===== config.mk =====
export PLATFORM = sky130hd
export DESIGN_NAME = uart_frame_ctrl
export DESIGN_NICKNAME = d
export VERILOG_FILES = /design/src/rtl/uart_frame_ctrl.sv
export SDC_FILE = /design/constraint.sdc
export NUM_CORES = 1
export LEC_CHECK = 0
export ABC_CLOCK_PERIOD_IN_PS = 7700
export CAP_MARGIN = 40
export CORE_MARGIN = 2
export CORE_UTILIZATION = 45
export DETAILED_ROUTE_END_ITERATION = 8
export GPL_TIMING_DRIVEN = 1
export PLACE_DENSITY_LB_ADDON = 0.1
export RECOVER_POWER = 100
export SLEW_MARGIN = 10
export SYNTH_ARGS = -nofsm -noshare
export SYNTH_HDL_FRONTEND = slang
export SYNTH_SLANG_ARGS = --single-unit

===== constraint.sdc =====
create_clock -name wdata_fifo_wr_clk -period 7.7 [get_ports wdata_fifo_wr_clk]
set_clock_uncertainty 0.05 [all_clocks]
set_input_delay 1.54 -clock wdata_fifo_wr_clk [delete_from_list [all_inputs] [get_ports wdata_fifo_wr_clk]]
set_output_delay 1.54 -clock wdata_fifo_wr_clk [all_outputs]
set_load 0.01 [all_outputs]

===== src/rtl/uart_frame_ctrl.sv =====
// UART frame parser: syncs on SYNC0/SYNC1, packs N*16 payload bytes MSB-first into 128-bit
// FIFO writes (wr_en 1 cycle after the 16th byte), checks the XOR checksum, flushes on idle timeout.
module uart_frame_ctrl #(
  parameter logic [7:0]  SYNC0       = 8'h55,
  parameter logic [7:0]  SYNC1       = 8'hAA,
  parameter int unsigned TIMEOUT_CYC = 50000,
  parameter logic [7:0]  PAD_BYTE    = 8'h00
) (
  input  logic         wdata_fifo_wr_clk,
  input  logic         Rst_n,
  input  logic         rx_done,
  input  logic [7:0]   rx_data,
  input  logic         fifo_full,
  output logic         wr_en,
  output logic [127:0] wr_data,
  output logic         frame_start,
  output logic         frame_done,
  output logic         frame_err,
  output logic [15:0]  frame_cnt,
  output logic         busy
);

  typedef enum logic [2:0] {
    S_IDLE,
    S_SYNC,
    S_LEN_H,
    S_LEN_L,
    S_PAYLOAD,
    S_CSUM,
    S_FLUSH
  } state_t;

  localparam logic [15:0] TO_LAST = 16'(TIMEOUT_CYC - 1);

  state_t         state_q;
  logic [7:0]     len_h_q;
  logic [15:0]    len_q;
  logic [3:0]     byte_cnt_q;
  logic [15:0]    word_cnt_q;
  logic [7:0]     csum_q;
  logic           ovf_q;
  logic [127:0]   shreg_q;
  logic [15:0]    to_cnt_q;
  logic           wr_en_q;
  logic [127:0]   wr_data_q;
  logic           frame_start_q;
  logic           frame_done_q;
  logic           frame_err_q;
  logic [15:0]    frame_cnt_q;

  logic [127:0]   shreg_d;
  logic [7:0]     csum_d;
  logic [15:0]    to_cnt_d;
  logic           timeout_hit;
  logic [127:0]   flush_word;

  always_comb begin
    shreg_d     = {shreg_q[119:0], rx_data};
    csum_d      = csum_q ^ rx_data;
    to_cnt_d    = (state_q == S_IDLE || rx_done) ? 16'd0 : to_cnt_q + 16'd1;
    // The cycle in which the counter would reach TIMEOUT_CYC; a concurrent byte cancels it.
    timeout_hit = (state_q != S_IDLE) && !rx_done && (to_cnt_q == TO_LAST);
  end

  // Received bytes sit in the low byte_cnt lanes of shreg_q; move them to the top and pad below.
  always_comb begin
    flush_word = shreg_q << {5'd16 - {1'b0, byte_cnt_q}, 3'b000};
    for (int j = 0; j < 16; j++) begin
      if (j < 16 - int'(byte_cnt_q)) begin
        flush_word[8*j +: 8] = PAD_BYTE;
      end
    end
  end

  always_ff @(posedge wdata_fifo_wr_clk or negedge Rst_n) begin
    if (!Rst_n) begin
      state_q       <= S_IDLE;
      len_h_q       <= 8'd0;
      len_q         <= 16'd0;
      byte_cnt_q    <= 4'd0;
      word_cnt_q    <= 16'd0;
      csum_q        <= 8'd0;
      ovf_q         <= 1'b0;
      shreg_q       <= 128'd0;
      to_cnt_q      <= 16'd0;
      wr_en_q       <= 1'b0;
      wr_data_q     <= 128'd0;
      frame_start_q <= 1'b0;
      frame_done_q  <= 1'b0;
      frame_err_q   <= 1'b0;
      frame_cnt_q   <= 16'd0;
    end else begin
      wr_en_q       <= 1'b0;
      frame_start_q <= 1'b0;
      frame_done_q  <= 1'b0;
      frame_err_q   <= 1'b0;
      to_cnt_q      <= to_cnt_d;

      if (timeout_hit && state_q != S_FLUSH) begin
        if (state_q == S_PAYLOAD && byte_cnt_q != 4'd0) begin
          state_q <= S_FLUSH;
        end else begin
          frame_err_q <= 1'b1;
          state_q     <= S_IDLE;
        end
      end else begin
        case (state_q)
          S_IDLE: begin
            if (rx_done && rx_data == SYNC0) state_q <= S_SYNC;
          end
          S_SYNC: begin
            if (rx_done) begin
              if (rx_data == SYNC1)      state_q <= S_LEN_H;
              else if (rx_data != SYNC0) state_q <= S_IDLE;
            end
          end
          S_LEN_H: begin
            if (rx_done) begin
              len_h_q <= rx_data;
              state_q <= S_LEN_L;
            end
          end
          S_LEN_L: begin
            if (rx_done) begin
              len_q <= {len_h_q, rx_data};
              if ({len_h_q, rx_data} == 16'd0) begin
                frame_err_q <= 1'b1;
                state_q     <= S_IDLE;
              end else begin
                frame_start_q <= 1'b1;
                byte_cnt_q    <= 4'd0;
                word_cnt_q    <= 16'd0;
                csum_q        <= 8'd0;
                ovf_q         <= 1'b0;
                state_q       <= S_PAYLOAD;
              end
            end
          end
          S_PAYLOAD: begin
            if (rx_done) begin
              shreg_q    <= shreg_d;
              csum_q     <= csum_d;
              byte_cnt_q <= byte_cnt_q + 4'd1;
              if (byte_cnt_q == 4'hF) begin
                word_cnt_q <= word_cnt_q + 16'd1;
                if (!fifo_full) begin
                  wr_en_q   <= 1'b1;
                  wr_data_q <= shreg_d;
                end else begin
                  ovf_q <= 1'b1;
                end
                if (word_cnt_q + 16'd1 == len_q) state_q <= S_CSUM;
              end
            end
          end
          S_CSUM: begin
            if (rx_done) begin
              state_q <= S_IDLE;
              if (rx_data == csum_q && !ovf_q) begin
                frame_done_q <= 1'b1;
                frame_cnt_q  <= frame_cnt_q + 16'd1;
              end else begin
                frame_err_q <= 1'b1;
              end
            end
          end
          S_FLUSH: begin
            if (!fifo_full) begin
              wr_en_q   <= 1'b1;
              wr_data_q <= flush_word;
            end
            frame_err_q <= 1'b1;
            state_q     <= S_IDLE;
          end
          default: state_q <= S_IDLE;
        endcase
      end
    end
  end

  assign wr_en       = wr_en_q;
  assign wr_data     = wr_data_q;
  assign frame_start = frame_start_q;
  assign frame_done  = frame_done_q;
  assign frame_err   = frame_err_q;
  assign frame_cnt   = frame_cnt_q;
  assign busy        = (state_q != S_IDLE);

endmodule

## Word level (Yosys, flattened, before mapping)

Index checks and enable logic that the tools add are counted.
Widths: inputs -> output; s select.

| storage, ports and cells | value |
|---|---|
| flip-flop bits (word level) | 348 |
| input port bits | 12 |
| output and inout bits | 149 |
| word-level logic and storage cells | 169 |

| cells by class | value |
|---|---|
| bitwise logic cells | 2 |
| shifts and indexed selects | 1 |
| equal/unequal tests | 30 |
| magnitude comparators | 16 |
| reductions and logical operators | 24 |
| muxes and demuxes | 75 |
| $add $sub $neg | 6 |

Operator list:

| operator | count |
|---|---|
| $mux 128 | 4 |
| $pmux 128 s2 | 1 |
| $mux 8 | 19 |
| $shl 128x8->128 | 1 |
| $mux 16 | 5 |
| $add 16x1->16 const B | 3 |
| $lt 5x6->1 const A | 8 |
| $mux 3 | 13 |
| $pmux 16 s2 | 1 |
| $lt 4x6->1 const A | 4 |
| $mux 1 | 23 |
| $ne 3x3->1 const B | 6 |
| $pmux 3 s6 | 1 |
| $eq 16x16->1 | 1 |
| $eq 16x16->1 const B | 1 |
| $logic_not 16->1 | 1 |
| $pmux 8 s2 | 1 |
| $lt 3x6->1 const A | 2 |
| $mux 4 | 3 |
| $ne 2x2->1 const B | 6 |
| $reduce_and 6->1 | 2 |
| $eq 3x3->1 const B | 3 |
| $reduce_and 3->1 | 3 |
| $reduce_and 9->1 | 1 |
| other kinds (31) | 41 |

## Longest topological paths before layout

Gate-level depths: netlist of the first run.

| depth | value |
|---|---|
| depth in word-level cells | 7 |
| gate-level depth with buffers | 15 |
| depth with buffers taken out | 8 |

## Least setup slack after synthesis of the first run

No wires, ideal clock.

| timing | value |
|---|---|
| path kind | input to register |
| start | input rx_data[3] |
| end | register state_q[0] |
| buffers on the path | 1 |
| setup slack | 4414 ps |
| required time | 7546 ps |
| arrival | 3132 ps |
| stages | 6 |
| library setup time | 104 ps |
| path through | clkbuf_1 > nor4_1 > and2_1 > o311ai_1 > or4_1 > o41ai_2 |

| on the way | value |
|---|---|
| word-level cells in the longest chain between the ends | 5 |
| elaborated cells on any way between the ends | 11 |
| classes of those cells | eq/ne (5); mux (4); reduce/logical (2) |

Ends and longest elaborated chain:

| what | line | source |
|---|---|---|
| from (decl) | 12 | `input logic [7:0] rx_data,` |
| $eq 8x8->1 | 113 | `if (rx_data == SYNC1) state_q <= S_LEN_H;` |
| $mux 3 | 113 |  |
| $mux 3 | 112 | `if (rx_done) begin` |
| $pmux 3 s6 | 107 | `case (state_q)` |
| $mux 3 | 99 | `if (timeout_hit && state_q != S_FLUSH) begin` |
| to (signal assigned) | 101 | `state_q <= S_FLUSH;` |
| to (signal assigned) | 113 |  |
| to (signal assigned) | 114 | `else if (rx_data != SYNC0) state_q <= S_IDLE;` |
| to (decl) | 35 | `state_t state_q;` |

Parallel ways exist; a longest one is shown, timed or not. The select of a mux whose other input is x is not followed.
A chain may end at the register's enable or synchronous reset.

## Worst setup path after layout of the first run

| timing | value |
|---|---|
| start | input rx_done |
| end | register wr_data_q[74], in the netlist wr_data[74] |

| on the way | value |
|---|---|
| word-level cells in the longest chain between the ends | 6 |
| elaborated cells on any way between the ends | 7 |
| classes of those cells | eq/ne (1); bitwise (1); reduce/logical (5) |

Ends and longest elaborated chain:

| what | line | source |
|---|---|---|
| from (decl) | 11 | `input logic rx_done,` |
| $logic_not 1->1 | 62 | `timeout_hit = (state_q != S_IDLE) && !rx_done && (to_cnt_q == TO_LAST);` |
| $logic_and 1x1->1 (2 in series) | 62 |  |
| $logic_and 1x1->1 | 99 |  |
| $not 1->1 (no line) | - |  |
| $reduce_and 6->1 (no line) (*) | - |  |
| to (signal assigned) | 148 | `wr_data_q <= shreg_d;` |
| to (signal assigned) | 170 | `wr_data_q <= flush_word;` |
| to (decl) | 45 | `logic [127:0] wr_data_q;` |

Every way passes the cells marked *; elsewhere a longest branch is shown, timed or not.

==> flow_summary.json, run 1 <==
{
  "wl_mm": 68.1,
  "hold_buffers": 0,
  "arrival_ps": 6170,
  "hold_viol_final": 0,
  "antenna_found_initial": 3,
  "area_growth_syn_to_layout_pct": 17.3,
  "synth_most_common_cell": "nand2_1",
  "initial_core_util": 0.457,
  "p_leak_nw": 10.5,
  "ios": 161,
  "viasPerCell": 6.07,
  "htreeDepth": 2,
  "ys_seq_elements": 348,
  "peakVddDrop_uv": 264,
  "fin_crit_ps": 5720,
  "crit_type": "in -> reg",
  "cap_violations": 6,
  "setup_viol": 0,
  "grtUsageTotal": 0.302,
  "grt_remaining_overflow": 0,
  "fin_area_sq_um": 23200,
  "synth-seq-area-share": 0.441,
  "rsz0062_at_grt": "false",
  "drt_pass1_iterations": 6,
  "failed_checks": "capacitance limit, slew limit",
  "p_seq_frac": 0.340,
  "hpwlAfterDp_mm": 46.8,
  "outcome": "finished with violations",
  "cp_data_required_time_ps": 8140,
  "vias": 17300,
  "syn_nets": 2185,
  "p_int_mw": 4.58,
  "fp.coreArea_sq_um": 43200,
  "synth_edf_count": 0,
  "grt_pass1_vias": 16600,
  "io_buffers": 160,
  "synth-main-ff-cell": "dfrtp_1",
  "cts_tree": "yes",
  "fin_crit_sh": 0.743,
  "yosysUniqueCellTypes": 63,
  "combPwrFrac": 0.401,
  "fin_util": 0.537,
  "grt_max_degree": 153,
  "tns_ps": 0,
  "path_clk_slew_ps": 60,
  "tightestPinTransition_ps": 3280,
  "netlist_area_sq_um": 19700,
  "layout.nets": 2246,
  "power_switching_mw": 3.24,
  "ys_async_sr_fraction": 1.00,
  "grt_pass1_wl_mm": 104,
  "place_congestion": 0.966,
  "dr.first_iter.drc_count": 2010,
  "wl_per_cell_microns": 23.9,
  "cts-resized-gates": 0,
  "synthCells": 2167,
  "power_density_nw_per_um2": 338,
  "slew_violations": 286,
  "synth_area_leader_cell": "dfrtp_1",
  "yosysWarnings": 0,
  "rows": 76,
  "slew_headroom": -1.19,
  "worstSetupEndpointType": "flop",
  "cts_made_buffers": 41,
  "numClockSinks": 348,
  "route.detailed.drc": 0,
  "synthTopCellsByArea": "dfrtp_1, nand2_1, mux4_2, mux2i_1, a21oi_1",
  "max_freq_mhz": 175,
  "die_y_microns": 213,
  "insertion_delay_ps": 570,
  "setup.worst_path.start_class": "primary input",
  "clockRootBuffer": "clkbuf_16",
  "p_sw_frac": 0.415,
  "synth.avg_cell_area_sq_um": 9.11,
  "crit_fanout": 54,
  "dpl_cell_area_sq_um": 21800,
  "design_power_total_mw": 7.83,
  "die-area_sq_um": 45600,
  "ant_nets": 0,
  "cts.path.max_buffers": 3,
  "clockPowerShare": 0.259,
  "synthTopCellsByCount": "nand2_1, dfrtp_1, nor2_1",
  "drive_gt1_frac": 0.0983,
  "post_cts_buffers": 0,
  "die_w_microns": 213,
  "min_path_type": "reg -> reg",
  "synth_top_area_share": 0.441
}
-- per-layer routing --
layer  GRT usage  up-vias  part of all wire
met5           0        -           0.00015
met4       0.123        2             0.046
met3      0.0564      163             0.078
met2       0.465      769              0.45
met1       0.421     8597              0.42
li1            -     7735                 -
-- placed cells by master (no fill, tap or decap), drive strengths merged, types with 7 or more instances in the layout --
master	instances
dfrtp	348
o21a	8
mux2	27
mux2i	93
xnor2	36
a2bb2oi	15
a22oi	17
nand2	565
mux4	83
clkbuf	70
a31oi	7
o22ai	17
and3	15
o211ai	17
buf	29
o31ai	14
and2	12
nor2	181
a32oi	16
a21oi	143
a221oi	24
a21o	14
nor3	16
clkdlybuf4s50	9
nor4	25
inv	10
dlygate4sd3	150
nand4	16
nand3	71
xor2	25
o21ai	130
-- cell type report --
cell class                 count  area [sq um]
inverter                      10          38.8
sequential                   348          8710
antenna                        1          2.50
clock buffer                  62          1250
fill                        4055         20000
timing repair buffer         197          1980
multi-input combinational   1630         10300
tap                          585           732
clock inverter                12           149
-- logic make-up after synthesis --
logic type                 after synthesis  synth area share
xor gates and xnor gates                61            0.0274
DFF                                    348             0.441
adders and majority gates                6           0.00380
buffers and inverters                  189            0.0392
AOI/OAI and AO/OA                      430             0.132
muxes                                  203             0.157
and+or+nand+nor                        930             0.199
-- critical path: stages --
cell and delay, ps:
dlygate4sd3_1 830, nand2_1 1270, nor2_1 1090, o21ai_4 130
clkinv_2 370, buf_12 260, buf_4 420, nor2_1 70
a21oi_1 130
-- registers in the layout, indices dropped and copies added (netlist names) --
signal       flops
byte_cnt_q       4
csum_q           8
frame_cnt       16
frame_done       1
frame_err        1
frame_start      1
len_h_q          8
len_q           16
ovf_q            1
shreg_q        128
state_q          3
to_cnt_q        16
word_cnt_q      16
wr_data        128
wr_en            1
-- power groups by stage --
stage	Sequential (mW)	Clock [mW]	Combinational, mW
finish	2.66	2.03	3.14
global route	2.71	2.14	3.35
CTS	2.66	2.06	3.19
detailed placement	2.68	0	3.18
global placement	2.68	0	3.09
floorplan	2.53	0	2.07
-- worst paths after layout --
| kind | startpoint | end | slack, ps | cells after the start |
|---|---|---|---|---|
| max | rx_done | wr_data[74] | 1980 | 9 |
| min | frame_cnt[15] | frame_cnt[15] | 410 | 1 |
| max reg2reg | state_q[2] | wr_data[74] | 2950 | 9 |
| min reg2reg | frame_cnt[15] | frame_cnt[15] | 410 | 1 |
| max in group asynchronous | Rst_n | wr_data[21] | 2730 | 2 |
| min in group asynchronous | Rst_n | word_cnt_q[7] | 1940 | 1 |
-- stage by stage --
stage	hold slack (ps)	std cells	setup WS (ps)
5_1_grt	435	2844	1640
6_report	415	2845	1980
4_1_cts	426	2843	3260
3_3_place_gp	407	2758	2170
3_5_place_dp	412	2769	2660
2_1_floorplan	391	2167	4410
(Power assumes the default switching activity.)
==> inputs of run 2 (changes only) <==
- ABC_CLOCK_PERIOD_IN_PS: 7700 -> 5600
- clock period: 7.7 -> 5.6 ns (I/O delays scaled with it)
==> flow_summary.json, run 2 (synthesis results as in run 1) <==
{
  "hold_buffers": 0,
  "wl_per_cell_microns": 24.9,
  "fin_area_sq_um": 23200,
  "ant_nets": 0,
  "cts.path.max_buffers": 3,
  "grt_use_met1": 0.434,
  "slew_headroom": -1.21,
  "fin_crit_sh": 0.839,
  "hpwlAfterDp_mm": 49.3,
  "met2_usage": 0.488,
  "cts-resized-gates": 0,
  "die_w_microns": 213,
  "outcome": "finished with violations",
  "crit_type": "reg -> reg",
  "crit_fanout": 46,
  "setup_viol": 0,
  "tns_ps": 0,
  "vias": 17300,
  "grt_pass1_vias": 16900,
  "initial_core_util": 0.457,
  "top_usage_layer": "met2",
  "setup.worst_path.start_class": "flop",
  "grt_use_met3": 0.0615,
  "route.detailed.drc": 0,
  "grt_max_degree": 153,
  "insertion_delay_ps": 570,
  "drt_pass1_iterations": 6,
  "grt_pass1_wl_mm": 108,
  "area_growth_syn_to_layout_pct": 17.4,
  "grtUsageTotal": 0.317,
  "fin_util": 0.537,
  "die_y_microns": 213,
  "htreeDepth": 2,
  "cts_tree": "yes",
  "max_freq_mhz": 213,
  "layout_common_cells": "nand2_1, dfrtp_1, nor2_1",
  "setup_ws_ps": 903,
  "rows": 76,
  "fin_crit_ps": 4700,
  "io_buffers": 160,
  "numClockSinks": 348,
  "viasPerCell": 6.06,
  "rsz0062_at_grt": "false",
  "wl_mm": 70.9,
  "ios": 161,
  "preCtsSetupSlack_ps": 1550,
  "clockRootBuffer": "clkbuf_16",
  "slew_violations": 180,
  "design_power_total_mw": 10.7,
  "die-area_sq_um": 45600,
  "cap_violations": 4,
  "p_leak_nw": 10.5,
  "antenna_found_initial": 2,
  "dp.cells": 2776,
  "final_common_cell": "nand2_1",
  "drive_gt1_frac": 0.0985,
  "peakVddDrop_uv": 375,
  "dr.first_iter.drc_count": 2022,
  "dpl_cell_area_sq_um": 21900,
  "path_clk_slew_ps": 60,
  "power_density_nw_per_um2": 462,
  "min_path_type": "reg -> reg",
  "cts_made_buffers": 40,
  "arrival_ps": 5070,
  "post_cts_buffers": 0,
  "failed_checks": "capacitance limit, slew limit",
  "worstSetupEndpointType": "flop",
  "place_congestion": 0.957,
  "hold_ws_ps": 421,
  "cp_data_required_time_ps": 5970,
  "hold_viol_final": 0,
  "layout.nets": 2251,
  "fp.coreArea_sq_um": 43200,
  "grt_remaining_overflow": 0,
  "layout.cells.non_filler": 2850,
  "tightestPinTransition_ps": 3320
}
==> run 2: path summary, 6_finish.rpt <==
kind                               start            end  slack [ps]  depth (start not counted)
min reg2reg                  wr_data[11]    wr_data[11]         420                          2
max                        byte_cnt_q[0]    wr_data[78]         900                          8
min                          wr_data[11]    wr_data[11]         420                          2
max reg2reg                byte_cnt_q[0]    wr_data[78]         900                          8
max in group asynchronous          Rst_n  byte_cnt_q[0]        1520                          1
min in group asynchronous          Rst_n  word_cnt_q[6]        1550                          1
==> run 2: metal layers <==
layer  vias to the layer above  share of wire
met5                         -              0
met4                         0          0.050
met3                       145          0.081
met2                       805           0.45
met1                      8580           0.42
li1                       7749              -
==> run 2: area by class of cell <==
class,instances,area [sq um]
fillers,4043,20000
multi-input cells,1630,10300
flip-flops and latches,348,8710
repair buffers,203,2020
clock buffers,58,1160
well taps,585,732
clock inverters,15,199
inverters,10,38.8
diodes,1,2.50
==> run 2: power breakdown <==
group,internal (mW),switching [mW]
registers,3.01,0.669
clock network,1.63,1.09
logic,1.63,2.67
total,6.27,4.43
==> run 2: critical path: stages, from the launching register on <==
cell and delay [ps]:
dfrtp_4 670, inv_1 510, ha_4 890, clkbuf_1 950, mux4_2 530, mux2i_1 170, o22ai_1 110, a22oi_1 490
a21oi_1 140
